==> src/rtl/mux_rr_arbiter.sv <==
// Round-robin arbiter for one shared 4-to-1 mux. It grants one requester at a time,
// steers the mux select to that requester, and limits each grant to MAX_HOLD cycles.
module mux_rr_arbiter #(
    parameter int unsigned MAX_HOLD = 8
) (
    input  logic       clk,
    input  logic       rst,
    input  logic [3:0] req,
    input  logic [3:0] d,
    output logic [3:0] grant,
    output logic [1:0] sel,
    output logic       y,
    output logic       busy
);

    localparam int unsigned NUM_REQ = 4;
    localparam int unsigned SEL_W   = 2;
    localparam int unsigned CNT_W   = 4;

    typedef enum logic {
        IDLE,
        GRANT
    } state_t;

    state_t             state_q, state_d;
    logic [NUM_REQ-1:0] grant_q, grant_d;
    logic [SEL_W-1:0]   sel_q, sel_d;
    logic [SEL_W-1:0]   ptr_q, ptr_d;
    logic [CNT_W-1:0]   cnt_q, cnt_d;
    logic               busy_q, busy_d;

    logic               win_valid;
    logic [SEL_W-1:0]   win_idx;
    logic               release_now;

    // Scan from ptr upward with 2-bit wrap; the first active request wins.
    always_comb begin
        win_valid = 1'b0;
        win_idx   = '0;
        for (int k = 0; k < NUM_REQ; k++) begin
            logic [SEL_W-1:0] idx;
            idx = SEL_W'(ptr_q + SEL_W'(k));
            if (!win_valid && req[idx]) begin
                win_valid = 1'b1;
                win_idx   = idx;
            end
        end
    end

    assign release_now = !req[sel_q] || (cnt_q == CNT_W'(MAX_HOLD));

    always_ff @(posedge clk or posedge rst) begin
        if (rst) begin
            state_q <= IDLE;
            grant_q <= '0;
            sel_q   <= '0;
            ptr_q   <= '0;
            cnt_q   <= '0;
            busy_q  <= 1'b0;
        end else begin
            state_q <= state_d;
            grant_q <= grant_d;
            sel_q   <= sel_d;
            ptr_q   <= ptr_d;
            cnt_q   <= cnt_d;
            busy_q  <= busy_d;
        end
    end

    always_comb begin
        state_d = state_q;
        grant_d = grant_q;
        sel_d   = sel_q;
        ptr_d   = ptr_q;
        cnt_d   = cnt_q;
        busy_d  = busy_q;

        unique case (state_q)
            IDLE: begin
                grant_d = '0;
                busy_d  = 1'b0;
                cnt_d   = '0;
                if (win_valid) begin
                    grant_d = NUM_REQ'(1) << win_idx;
                    sel_d   = win_idx;
                    busy_d  = 1'b1;
                    cnt_d   = CNT_W'(1);
                    state_d = GRANT;
                end
            end
            GRANT: begin
                // Pointer moves past the released requester so it drops to lowest priority.
                if (release_now) begin
                    grant_d = '0;
                    busy_d  = 1'b0;
                    cnt_d   = '0;
                    ptr_d   = SEL_W'(sel_q + SEL_W'(1));
                    state_d = IDLE;
                end else begin
                    cnt_d = CNT_W'(cnt_q + CNT_W'(1));
                end
            end
            default: state_d = IDLE;
        endcase
    end

    assign grant = grant_q;
    assign sel   = sel_q;
    assign busy  = busy_q;
    // Shared mux output is combinational from d and gated off while idle.
    assign y     = busy_q & d[sel_q];

endmodule
==> config.mk <==
export PLATFORM = sky130hd
export DESIGN_NAME = mux_rr_arbiter
export DESIGN_NICKNAME = d
export VERILOG_FILES = /design/src/rtl/mux_rr_arbiter.sv
export SDC_FILE = /design/constraint.sdc
export NUM_CORES = 1
export LEC_CHECK = 0
export CAP_MARGIN = 20
export CORE_MARGIN = 2
export CORE_UTILIZATION = 51
export CTS_CLUSTER_DIAMETER = 100
export DETAILED_ROUTE_END_ITERATION = 7
export GPL_ROUTABILITY_DRIVEN = 0
export PLACE_DENSITY = 0.89
export SLEW_MARGIN = 10
export SYNTH_ARGS = -nofsm -noshare
export SYNTH_HDL_FRONTEND = slang
export SYNTH_SLANG_ARGS = --single-unit
==> constraint.sdc <==
create_clock -name clk -period 2.75 [get_ports clk]
set_clock_uncertainty 0.2 [all_clocks]
set_input_delay 0.55 -clock clk [delete_from_list [all_inputs] [get_ports clk]]
set_output_delay 0.55 -clock clk [all_outputs]
set_load 0.05 [all_outputs]
---- Word level (Yosys, flattened, before mapping) ----
Cells that the tools add are included.
word-level totals
  bits in registers ....................... 14
  input bits .............................. 10
  output and inout bits ................... 8
  logic and storage cells ................. 62
cells by class
  add/sub/neg operators ................... 5
  order comparisons ....................... 5
  eq/ne operators ......................... 2
  shift operators ......................... 1
  muxes and demuxes ....................... 31
  bitwise gates (word level) .............. 2
  reduce and logical (&&, ||, !) cells .... 10
operators with widths
  kind                   number
  $pmux W4 S2            2
  $lt A2 B3 Y1 const B   5
  $mux W1                14
  $bmux W1 S2            6
  $mux W4                3
  $mux W2                4
  $add A2 B1 Y2 const B  2
  $add A2 B2 Y2 const B  2
  $add A4 B1 Y4 const B  1
  $eq A4 B4 Y1 const B   1
  $logic_not A1 Y1       4
  $pmux W1 S2            2
  $reduce_and A2 Y1      2
  $shl A1 B2 Y4 const A  1
  $logic_and A1 B1 Y1    3
  $ne A2 B1 Y1 const B   1
  $and A1 B1 Y1          1
  $logic_or A1 B1 Y1     1
  $not A1 Y1             1

---- Longest topological paths before layout ----
  word-level depth ........................ 15
  depth in mapped cells ................... 6
  mapped depth without buffers ............ 6

---- Worst setup path before layout ----
Ideal clock, no wire load.
  path kind ............................... reg2out
  start point ............................. register sel_q[0] (netlist: sel[0])
  end point ............................... output y
  arrival time ............................ 1.703 ns
  data required time ...................... 2.000 ns
  setup slack ............................. 0.297 ns
  stages on the path, launching flop included .. 4
  path buffers ............................ 1
  cell sequence ........................... dfrtp_1 -> buf_2 -> mux4_2 -> and2_1
on the way
  cells in the longest elaborated chain, start to end .. 3
ends and longest elaborated chain
  item                           line  RTL
  from (decl)                    27    logic [SEL_W-1:0] sel_q, sel_d;
  from (signal assigned)         63    sel_q <= sel_d;
  $bmux W1 S2                    111   assign y = busy_q & d[sel_q];
  $mux W1 (implied by the code)  111
  $and A1 B1 Y1                  111
  to (decl)                      12    output logic y,
Every way passes these cells. The select of a mux whose other input is x is not followed.

---- Worst setup path after layout ----
  start point ............................. input d[3]
  end point ............................... output y
on the way
  cells in the longest elaborated chain, start to end .. 3
ends and longest elaborated chain
  item                           line  RTL
  from (decl)                    9     input logic [3:0] d,
  $bmux W1 S2                    111
  $mux W1 (implied by the code)  111
  $and A1 B1 Y1                  111
Every way passes these cells. The select of a mux whose other input is x is not followed.

==> flow_summary_export.csv <==
group,metric,value,unit
detailed_routing,drc,0,
grt,overflow,0,
status,run_status,"completed",
finish,nets,99,
grt,antenna_found_initial,0,
worst_setup_path,cp_max_fo,1,
pwr,pwr-share-seq,0.334,
worst_setup_path,critPathLaunchType,"input port",
sta,fin_setup_tns,0,ps
worst_setup_path,cp.required,2000,ps
run,cap_violations,0,
sta,report.final.setup_viol,0,
worst_setup_path,cp_data_arrival_time,1760,ps
finish,drive_above_1_share,0.151,
sta,fin_crit,2510,ps
grt,grt_max_degree,15,
finish,antenna_cells,0,
yosys,synth_area_leaders,"dfrtp_1 (46%), a32o_1 (5.2%), mux2i_1 (3.9%), ha_1 (3.3%), mux2_2 (2.9%)",
yosys,yosysTopAreaCell,"dfrtp_1",
finish,multiInputGateArea,388,um^2
finish,nFillCells,100,
detailed_routing,routed.top_layer,"met4",
worst_setup_path,path_class,"input port to output pin",
clock_tree,clk_pin_slew,80,ps
finish,seq_area,350,um^2
yosys,synth_top_area_frac,0.457,
detailed_routing,wl,1580,um
detailed_routing,routedWlPerCell,15.6,um
detailed_routing,wl_met2,772,um
yosys,synth_cell_types,33,
sta,worst_pin_slew,549,ps
grt,grt_pass1_wl,2710,um
clock_tree,cts.repair.resized,0,
pwr,p_leak,0.426,nW
yosys,synth.most_common_cell,"dfrtp_1",
clock_tree,root_buffer,"clkbuf_4",
yosys,syn_area,767,um^2
floorplanning,rows,13,
clock_tree,post-cts-setup-buffer-count,0,
detailed_routing,final_antenna_net_count,0,
sta,relSlewSlack,0.634,
finish,fin_util,0.726,
clock_tree,cts_buffer_depth,2,
worst_setup_path,end_kind,"output pin",
yosys,synth-seq-area-share,0.457,
sta,period_share,0.913,
floorplanning,pin_count,18,
clock_tree,cts_tree,"built",
sta,holdWs,307,ps
detailed_routing,drt_first_pass_iters,4,
clock_tree,clock_latency,290,ps
yosys,ys_warn_count,0,
pwr,p_int,0.000655,W
sta,finalMaxSlewViolations,0,
yosys,synth_edf_count,0,
clock_tree,ctsHoldBuffers,0,
yosys,ys_ff_latch,14,
sta,max_freq,398,MHz
yosys,synth_common_cells,"dfrtp_1 (14), inv_1 (5), a32o_1 (4)",
floorplanning,design.die.area,1830,um^2
floorplanning,die_w,42.8,um
yosys,ys_async_sr_fraction,1.00,
grt,grt_util_all_layers,0.197,
clock_tree,numCtsBuffers,3,
detailed_routing,vias_per_cell,6.02,
finish,area_growth,27.7,%
sta,finalHoldViolations,0,
pwr,clkPwrFrac,0.125,
pwr,p_switching,0.000567,W
clock_tree,cts_sinks,14,
detailed_routing,vias,608,
pwr,ir_drop,0.760,mV
yosys,synth_fp_nets,79,
floorplanning,start_util,0.568,
grt,grt_pass1_vias,597,
placed_design,portBuffers,17,
floorplanning,die_h,42.8,um
detailed_routing,drt-initial-drc-count,23,
detailed_routing,dr_wl_met3,117,um
pwr,p_sw_frac,0.464,
sta,rsz0062_at_grt,"false",
yosys,yosys_most_used_dff,"dfrtp_1",
yosys,avgSynthCellArea,11.4,um^2
pwr,power_density,1250,nW/um^2
yosys,synthCells,67,
floorplanning,core,1350,um^2
placed_design,dp_hpwl,1210,um
hold_path,holdCritPathClass,"flop to flop",
clock_tree,htree_levels,1,
detailed_routing,drt-met1-wl,662,um
pwr,comb_power_share,0.541,
-- cell usage in the layout, fill, tap and decap left out, types with 2 or more instances in the layout --
cell type / count
dfrtp_1: 14
xor2_1: 2
inv_1: 5
mux2_2: 2
nand2b_1: 2
nand2_1: 2
clkdlybuf4s50_1: 16
a21oi_1: 3
a32o_1: 4
and2_1: 2
o22ai_1: 2
nor2_1: 3
mux2i_1: 3
ha_1: 2
clkbuf_4: 3
-- cell families (layout without fill, tap and decap cells) --
family,count (synthesis),after routing,synth area share
simple gates,16,16,0.122
buf+inv,7,26,0.0375
compound gates,17,17,0.184
xor+xnor,3,3,0.0343
flops,14,14,0.457
fa+ha+maj,2,2,0.0326
mux,8,8,0.132
-- power by group through the flow --
| stage | clock, W | sequential [W] | combinational, W |
|---|---|---|---|
| after floorplan | 0 | 0.000528 | 0.000357 |
| after global placement | 0 | 0.000404 | 0.000646 |
| after detailed placement | 0 | 0.000410 | 0.000663 |
| after CTS | 0.000150 | 0.000407 | 0.000666 |
| after global routing | 0.000157 | 0.000424 | 0.000710 |
| final | 0.000153 | 0.000408 | 0.000661 |
-- metrics by stage --
| stage | total power, W | area [um^2] | std cells | worst slack [ps] |
|---|---|---|---|---|
| after floorplan | 0.000886 | 767 | 67 | 297 |
| after CTS | 0.00122 | 980 | 101 | 228 |
| after global routing | 0.00129 | 980 | 101 | 188 |
| final | 0.00122 | 980 | 101 | 238 |
| after detailed placement | 0.00107 | 943 | 97 | 234 |
| after global placement | 0.00105 | 943 | 97 | 262 |
-- final timing paths --
check | startpoint | cells past startpoint | end | slack [ps]
max | d[3] | 4 | y | 240
min | grant[3]$_DFFE_PP0P_ | 1 | grant[3]$_DFFE_PP0P_ | 310
max reg2reg | cnt_q[0]$_DFF_PP0_ | 6 | ptr_q[1]$_DFFE_PP0P_ | 1020
min reg2reg | grant[3]$_DFFE_PP0P_ | 1 | grant[3]$_DFFE_PP0P_ | 310
max in group asynchronous | rst | 2 | cnt_q[2]$_DFF_PP0_ | 1580
min in group asynchronous | rst | 2 | cnt_q[3]$_DFF_PP0_ | 390
-- registers in the layout, indices dropped and copies added (netlist names) --
register	flops
cnt_q	4
state_q	1
ptr_q	2
grant	4
busy	1
sel	2
-- final cells by class --
cell class | instances | share of cell area
sequential | 14 | 0.358
timing repair buffer | 17 | 0.171
clock buffer | 4 | 0.0370
tap | 15 | 0.0192
multi-input combinational | 46 | 0.396
inverter | 5 | 0.0192
-- metal layers --
metal,up-vias,GRT usage
met5,-,0
met4,0,0.0563
met3,6,0.0468
met2,31,0.309
met1,286,0.270
li1,285,-
-- critical path: stages --
cell             delay [ps]
clkdlybuf4s50_1         410
mux4_2                  460
and2_1                  170
buf_4                   180
(Power assumes the default switching activity.)
